==> src/rtl/ram_arb.sv <==
// ram_arb: shares one single-port RAM between the debug loader (DBG), the CPU
// data port (DP) and the CPU instruction-fetch port (IP).
//   - DBG has absolute priority; IP and DP alternate via a round-robin pointer.
//   - One access per cycle; gnt is a combinational pulse in the cycle the
//     access is driven onto the RAM port.
//   - Reads return on <x>_rvld_o / <x>_rdata_o exactly RD_LAT cycles after gnt,
//     in issue order; <x>_rdata_o holds until that requester's next return.
// Ports:
//   clk_i, rst_n_i                 clock, async active-low reset
//   dbg_* / dp_*                   req, byte addr, wbe (0 = read), wdata, gnt, rvld, rdata
//   ip_*                           req, byte addr, gnt, rvld, rdata (read only)
//   ram_addr_o/wbe_o/wdata_o/rd_o  RAM command port (word-aligned address)
//   ram_rdata_i                    RAM read data, valid RD_LAT cycles after ram_rd_o
module ram_arb #(
    parameter int unsigned XLEN   = 32,
    parameter int unsigned RD_LAT = 1
) (
    input  logic            clk_i,
    input  logic            rst_n_i,

    input  logic            dbg_req_i,
    input  logic [XLEN-1:0] dbg_addr_i,
    input  logic [3:0]      dbg_wbe_i,
    input  logic [XLEN-1:0] dbg_wdata_i,
    output logic            dbg_gnt_o,
    output logic            dbg_rvld_o,
    output logic [XLEN-1:0] dbg_rdata_o,

    input  logic            dp_req_i,
    input  logic [XLEN-1:0] dp_addr_i,
    input  logic [3:0]      dp_wbe_i,
    input  logic [XLEN-1:0] dp_wdata_i,
    output logic            dp_gnt_o,
    output logic            dp_rvld_o,
    output logic [XLEN-1:0] dp_rdata_o,

    input  logic            ip_req_i,
    input  logic [XLEN-1:0] ip_addr_i,
    output logic            ip_gnt_o,
    output logic            ip_rvld_o,
    output logic [XLEN-1:0] ip_rdata_o,

    output logic [XLEN-1:0] ram_addr_o,
    output logic [3:0]      ram_wbe_o,
    output logic [XLEN-1:0] ram_wdata_o,
    output logic            ram_rd_o,
    input  logic [XLEN-1:0] ram_rdata_i
);

    localparam int unsigned WBE_W = 4;

    typedef enum logic [1:0] {
        SRC_NONE = 2'd0,
        SRC_DBG  = 2'd1,
        SRC_DP   = 2'd2,
        SRC_IP   = 2'd3
    } src_e;

    src_e              sel;
    logic              rr_ip;        // 1: IP wins the next IP/DP tie
    logic [XLEN-1:0]   sel_addr;
    logic [XLEN-1:0]   sel_wdata;
    logic [WBE_W-1:0]  sel_wbe;
    logic [XLEN-1:0]   addr_q;
    logic [XLEN-1:0]   wdata_q;
    logic [RD_LAT-1:0] tag_vld;
    src_e              tag_src [RD_LAT];
    logic              ret_vld;
    src_e              ret_src;
    logic [XLEN-1:0]   dbg_rdata_q;
    logic [XLEN-1:0]   dp_rdata_q;
    logic [XLEN-1:0]   ip_rdata_q;

    // Arbitration; nothing is granted while reset is asserted.
    always_comb begin
        sel = SRC_NONE;
        if (rst_n_i) begin
            if (dbg_req_i) begin
                sel = SRC_DBG;
            end else if (ip_req_i && dp_req_i) begin
                sel = rr_ip ? SRC_IP : SRC_DP;
            end else if (ip_req_i) begin
                sel = SRC_IP;
            end else if (dp_req_i) begin
                sel = SRC_DP;
            end
        end
    end

    // Command mux from the granted requester.
    always_comb begin
        sel_addr  = '0;
        sel_wdata = '0;
        sel_wbe   = '0;
        case (sel)
            SRC_DBG: begin
                sel_addr  = dbg_addr_i;
                sel_wdata = dbg_wdata_i;
                sel_wbe   = dbg_wbe_i;
            end
            SRC_DP: begin
                sel_addr  = dp_addr_i;
                sel_wdata = dp_wdata_i;
                sel_wbe   = dp_wbe_i;
            end
            SRC_IP: begin
                sel_addr  = ip_addr_i;
            end
            default: ;
        endcase
    end

    // RAM port and grant pulses; address/data hold their last value when idle.
    always_comb begin
        dbg_gnt_o   = (sel == SRC_DBG);
        dp_gnt_o    = (sel == SRC_DP);
        ip_gnt_o    = (sel == SRC_IP);
        ram_wbe_o   = sel_wbe;
        ram_rd_o    = (sel != SRC_NONE) && (sel_wbe == '0);
        ram_addr_o  = addr_q;
        ram_wdata_o = wdata_q;
        if (sel != SRC_NONE) begin
            ram_addr_o  = sel_addr & ~XLEN'(3);
            ram_wdata_o = sel_wdata;
        end
    end

    // Round-robin pointer and held RAM address/data.
    always_ff @(posedge clk_i or negedge rst_n_i) begin
        if (!rst_n_i) begin
            rr_ip   <= 1'b1;
            addr_q  <= '0;
            wdata_q <= '0;
        end else begin
            if (sel == SRC_IP) rr_ip <= 1'b0;
            if (sel == SRC_DP) rr_ip <= 1'b1;
            addr_q  <= ram_addr_o;
            wdata_q <= ram_wdata_o;
        end
    end

    // Read tag pipeline: one stage per cycle of RAM latency.
    always_ff @(posedge clk_i or negedge rst_n_i) begin
        if (!rst_n_i) begin
            tag_vld <= '0;
            for (int i = 0; i < RD_LAT; i++) tag_src[i] <= SRC_NONE;
        end else begin
            tag_vld[0] <= ram_rd_o;
            tag_src[0] <= sel;
            for (int i = 1; i < RD_LAT; i++) begin
                tag_vld[i] <= tag_vld[i-1];
                tag_src[i] <= tag_src[i-1];
            end
        end
    end

    assign ret_vld = tag_vld[RD_LAT-1];
    assign ret_src = tag_src[RD_LAT-1];

    // Return steering: data is forwarded in the return cycle, then held.
    always_comb begin
        dbg_rvld_o  = ret_vld && (ret_src == SRC_DBG);
        dp_rvld_o   = ret_vld && (ret_src == SRC_DP);
        ip_rvld_o   = ret_vld && (ret_src == SRC_IP);
        dbg_rdata_o = dbg_rvld_o ? ram_rdata_i : dbg_rdata_q;
        dp_rdata_o  = dp_rvld_o  ? ram_rdata_i : dp_rdata_q;
        ip_rdata_o  = ip_rvld_o  ? ram_rdata_i : ip_rdata_q;
    end

    always_ff @(posedge clk_i or negedge rst_n_i) begin
        if (!rst_n_i) begin
            dbg_rdata_q <= '0;
            dp_rdata_q  <= '0;
            ip_rdata_q  <= '0;
        end else begin
            if (dbg_rvld_o) dbg_rdata_q <= ram_rdata_i;
            if (dp_rvld_o)  dp_rdata_q  <= ram_rdata_i;
            if (ip_rvld_o)  ip_rdata_q  <= ram_rdata_i;
        end
    end

endmodule

==> config.mk <==
export PLATFORM = sky130hd
export DESIGN_NAME = ram_arb
export DESIGN_NICKNAME = d
export VERILOG_FILES = /design/src/rtl/ram_arb.sv
export SDC_FILE = /design/constraint.sdc
export NUM_CORES = 1
export LEC_CHECK = 0
export BUFFER_PORTS_ARGS = -buffer_cell sky130_fd_sc_hd__buf_2
export CORE_AREA = 3 3 146 148
export DETAILED_ROUTE_END_ITERATION = 8
export DIE_AREA = 0 0 149 151
export PLACE_DENSITY = 0.7
export SYNTH_ARGS = -nofsm -noshare
export SYNTH_HDL_FRONTEND = slang
export SYNTH_SLANG_ARGS = --single-unit
==> constraint.sdc <==
create_clock -name clk_i -period 2.4 [get_ports clk_i]
set_clock_uncertainty 0.1 [all_clocks]
set_input_delay 0.48 -clock clk_i [delete_from_list [all_inputs] [get_ports clk_i]]
set_output_delay 0.48 -clock clk_i [all_outputs]
set_load 0.005 [all_outputs]
==> run summary <==
Clock Latency Late Sink: 410 ps
total power: 9.17 mW
Leak: 5.71 nW
sequential element share of the synthesized area: 61.3%
Remaining DRCs: 0
Worst Path Required: 1820 ps
EDFF count, synth: 0
Top Ports: 376
Layout area overhead: 67.9%
most common cell in the netlist: dfrtp_1
clock root buffer master: clkbuf_16
# nets final: 1169
deepest clock path buffer count: 2
Initial DRC Count: 411
detail-routed via count per cell: 5.02
Max Clk Rate: 335 MHz
DR pass1 iterations: 8
DR WL/cell: 20.3 um
largest net degree at the start of global routing: 75
Max-cap violations: 0
Die X: 149 um
Worst-Margin Slew: 909 ps
FFs w/ async S/R, synth: 100%
post-DP HPWL: 16100 um
gr usage total: 19.0%
synth cell count leaders: dfrtp_1, mux2_2, o21ai_0
Hold WC Path Type: in -> async
RePlAce Congestion: 0.855
Power Density: 815 mW/mm^2
max incr delay on CP: 530 ps
PortBufs: 369
RSZ-0062 raised after global routing: yes
WS Path Type: reg -> out
dpl cell area: 0.00922 sq mm
final max-slew violation count: 0
Slew HR: 39.4%
Routed WL: 25300 um
Syn Area/Cell: 12.9 sq um
Worst setup SP type: flip-flop
Inserted Clock Buffers: 17
Ant. Diodes: 0
Syn Nets: 729
share of cells above drive strength 1: 69.0%
outcome: complete, but fails checks
Reg clk slew, reported paths: 70 ps
Final Critical Period: 2990 ps
CP bufs+invs: 3
failing checks: setup timing
Finished Cell Area: 0.0112 sq mm
CP Capture Type: primary output
Fin. Hold Viols: 0
CTS tree: built
total number of vias: 6230
first-pass GRT wire length: 33000 um
filler instances: 1646
Yosys warnings: 0
FP Rows: 52
worst IR drop on VDD: 380 uV
area leader, netlist: dfrtp_1
number of synthesized register bits: 164
Main synth FF type: dfrtp_1
Synth top area share: 60.9%
CP top delay family: compound AO/OA/AOI/OAI gates
total clock sinks: 164
final worst path period share: 124%
crit path max-delay cell type: dfstp_2
post-synthesis cell type count: 25
cells after synthesis: 519
die height: 151 um
htree depth: 4
setup ws final: -586 ps
full die area: 0.0225 sq mm
remaining global-route overflow: 0
Netlist Area Pre-Place: 0.00670 sq mm
Critical Path, Cell by Cell: inv_2 > a21boi_4 > o21ai_4 > ha_4 > clkbuf_16 > a222oi_1 > o21ai_1 > buf_2
top post-synthesis cells by area: dfrtp_1, mux2_2, o21ai_0, a222oi_1, a22oi_1
initial antenna violation count: 1
core area: 0.0202 sq mm
# setup viols final: 74
Arrival @ worst endpoint: 2410 ps
antenna viol nets, final: 0
vias in the first global route: 6046
crit-path max FO: 16
Starting Density: 33.2%
-- what timing repair did --
item,CTS,global route
setup buffers,13,11
cloned,4,15
hold buffers,1,0
hold endpoints to repair,13,0
setup endpoints to repair,72,80
resized for setup,133,109
pin swaps,19,40
-- per-stage QoR --
step	util, %	setup WS (ps)	setup TNS [ps]	hold WS [ps]	instances
floorplan	-	-2.49	-2.49	84.4	519
finish	55.8	-586	-31210	56.1	1242
detailed placement	45.7	-404	-18850	372	1167
global route	55.8	-648	-40030	71.6	1242
CTS	51.0	-506	-29360	37.9	1216
global placement	45.7	-333	-16130	365	1167
-- power by group --
group          total (mW)  internal [mW]  switching, mW  leakage [nW]
clock network        2.76           1.58           1.18         0.282
logic                2.85           1.62           1.23          3.39
registers            3.56           3.39          0.169          2.04
-- per-layer routing --
| metal | routed length, um | global-route usage [%] | part of all wire, % | vias to the layer above |
|---|---|---|---|---|
| met5 | 0 | 0 | 0 | - |
| met4 | 433 | 7.28 | 1.7 | 0 |
| met3 | 1850 | 4.43 | 7.3 | 25 |
| met2 | 13000 | 32.2 | 51 | 325 |
| met1 | 10000 | 23.8 | 40 | 3068 |
| li1 | - | - | - | 2812 |
-- cells by family after synthesis --
| group | count (synthesis) | share of synthesized area, % |
|---|---|---|
| AND/OR/NAND/NOR | 74 | 4.63 |
| AO/OA/AOI/OAI | 134 | 13.8 |
| flip-flops | 164 | 61.3 |
| adder cells (fa/ha/maj) | 5 | 0.934 |
| multiplexers | 96 | 16.1 |
| buffers and inverters | 46 | 3.27 |
-- state kept, by name (all words and copies together), names as in the netlist --
signal	flops
addr_q	32
dbg_rdata_q	32
dp_rdata_q	32
ip_rdata_q	32
wdata_q	32
ret_src	2
ret_vld	1
rr_ip	1
-- worst paths after layout --
kind / end / slack [ps] / depth (start not counted) / start
worst min-delay path: dp_rdata_q[12] / 60 / 2 / rst_n_i
max in group asynchronous: dbg_rdata_q[2] / 890 / 3 / rst_n_i
worst max-delay path: ram_addr_o[31] / -590 / 8 / rr_ip
worst min register to register: wdata_q[29] / 370 / 2 / wdata_q[29]
min in group clk_i: dbg_rdata_q[9] / 240 / 2 / ram_rdata_i[9]
worst max register to register: addr_q[6] / 180 / 9 / rr_ip
-- placed cells by master, fill, tap and decap left out, types with 3 or more instances in the layout --
cell type     n
buf_16        4
ha_4          3
mux2_2       65
a22oi_2      16
nand2_1      62
o21ai_4       3
buf_12       14
mux2_4       31
buf_8         3
buf_6        45
inv_1         6
buf_4        47
a22oi_1      20
dfrtp_1     162
buf_2       333
clkinvlp_4    3
clkbuf_16    30
o21ai_1      14
o21ai_2      46
inv_6         6
a222oi_1     30
-- layout make-up --
| type | count | area [sq um] | area share (%) |
|---|---|---|---|
| clock buffers | 19 | 443 | 3.94 |
| repair buffers | 460 | 3300 | 29.3 |
| multi-input cells | 309 | 2890 | 25.7 |
| well taps | 270 | 338 | 3.00 |
| flip-flops and latches | 164 | 4110 | 36.5 |
| inverters | 7 | 26.3 | 0.234 |
| clock inverters | 13 | 145 | 1.29 |
Note: power is estimated with default switching activity, not from simulation.
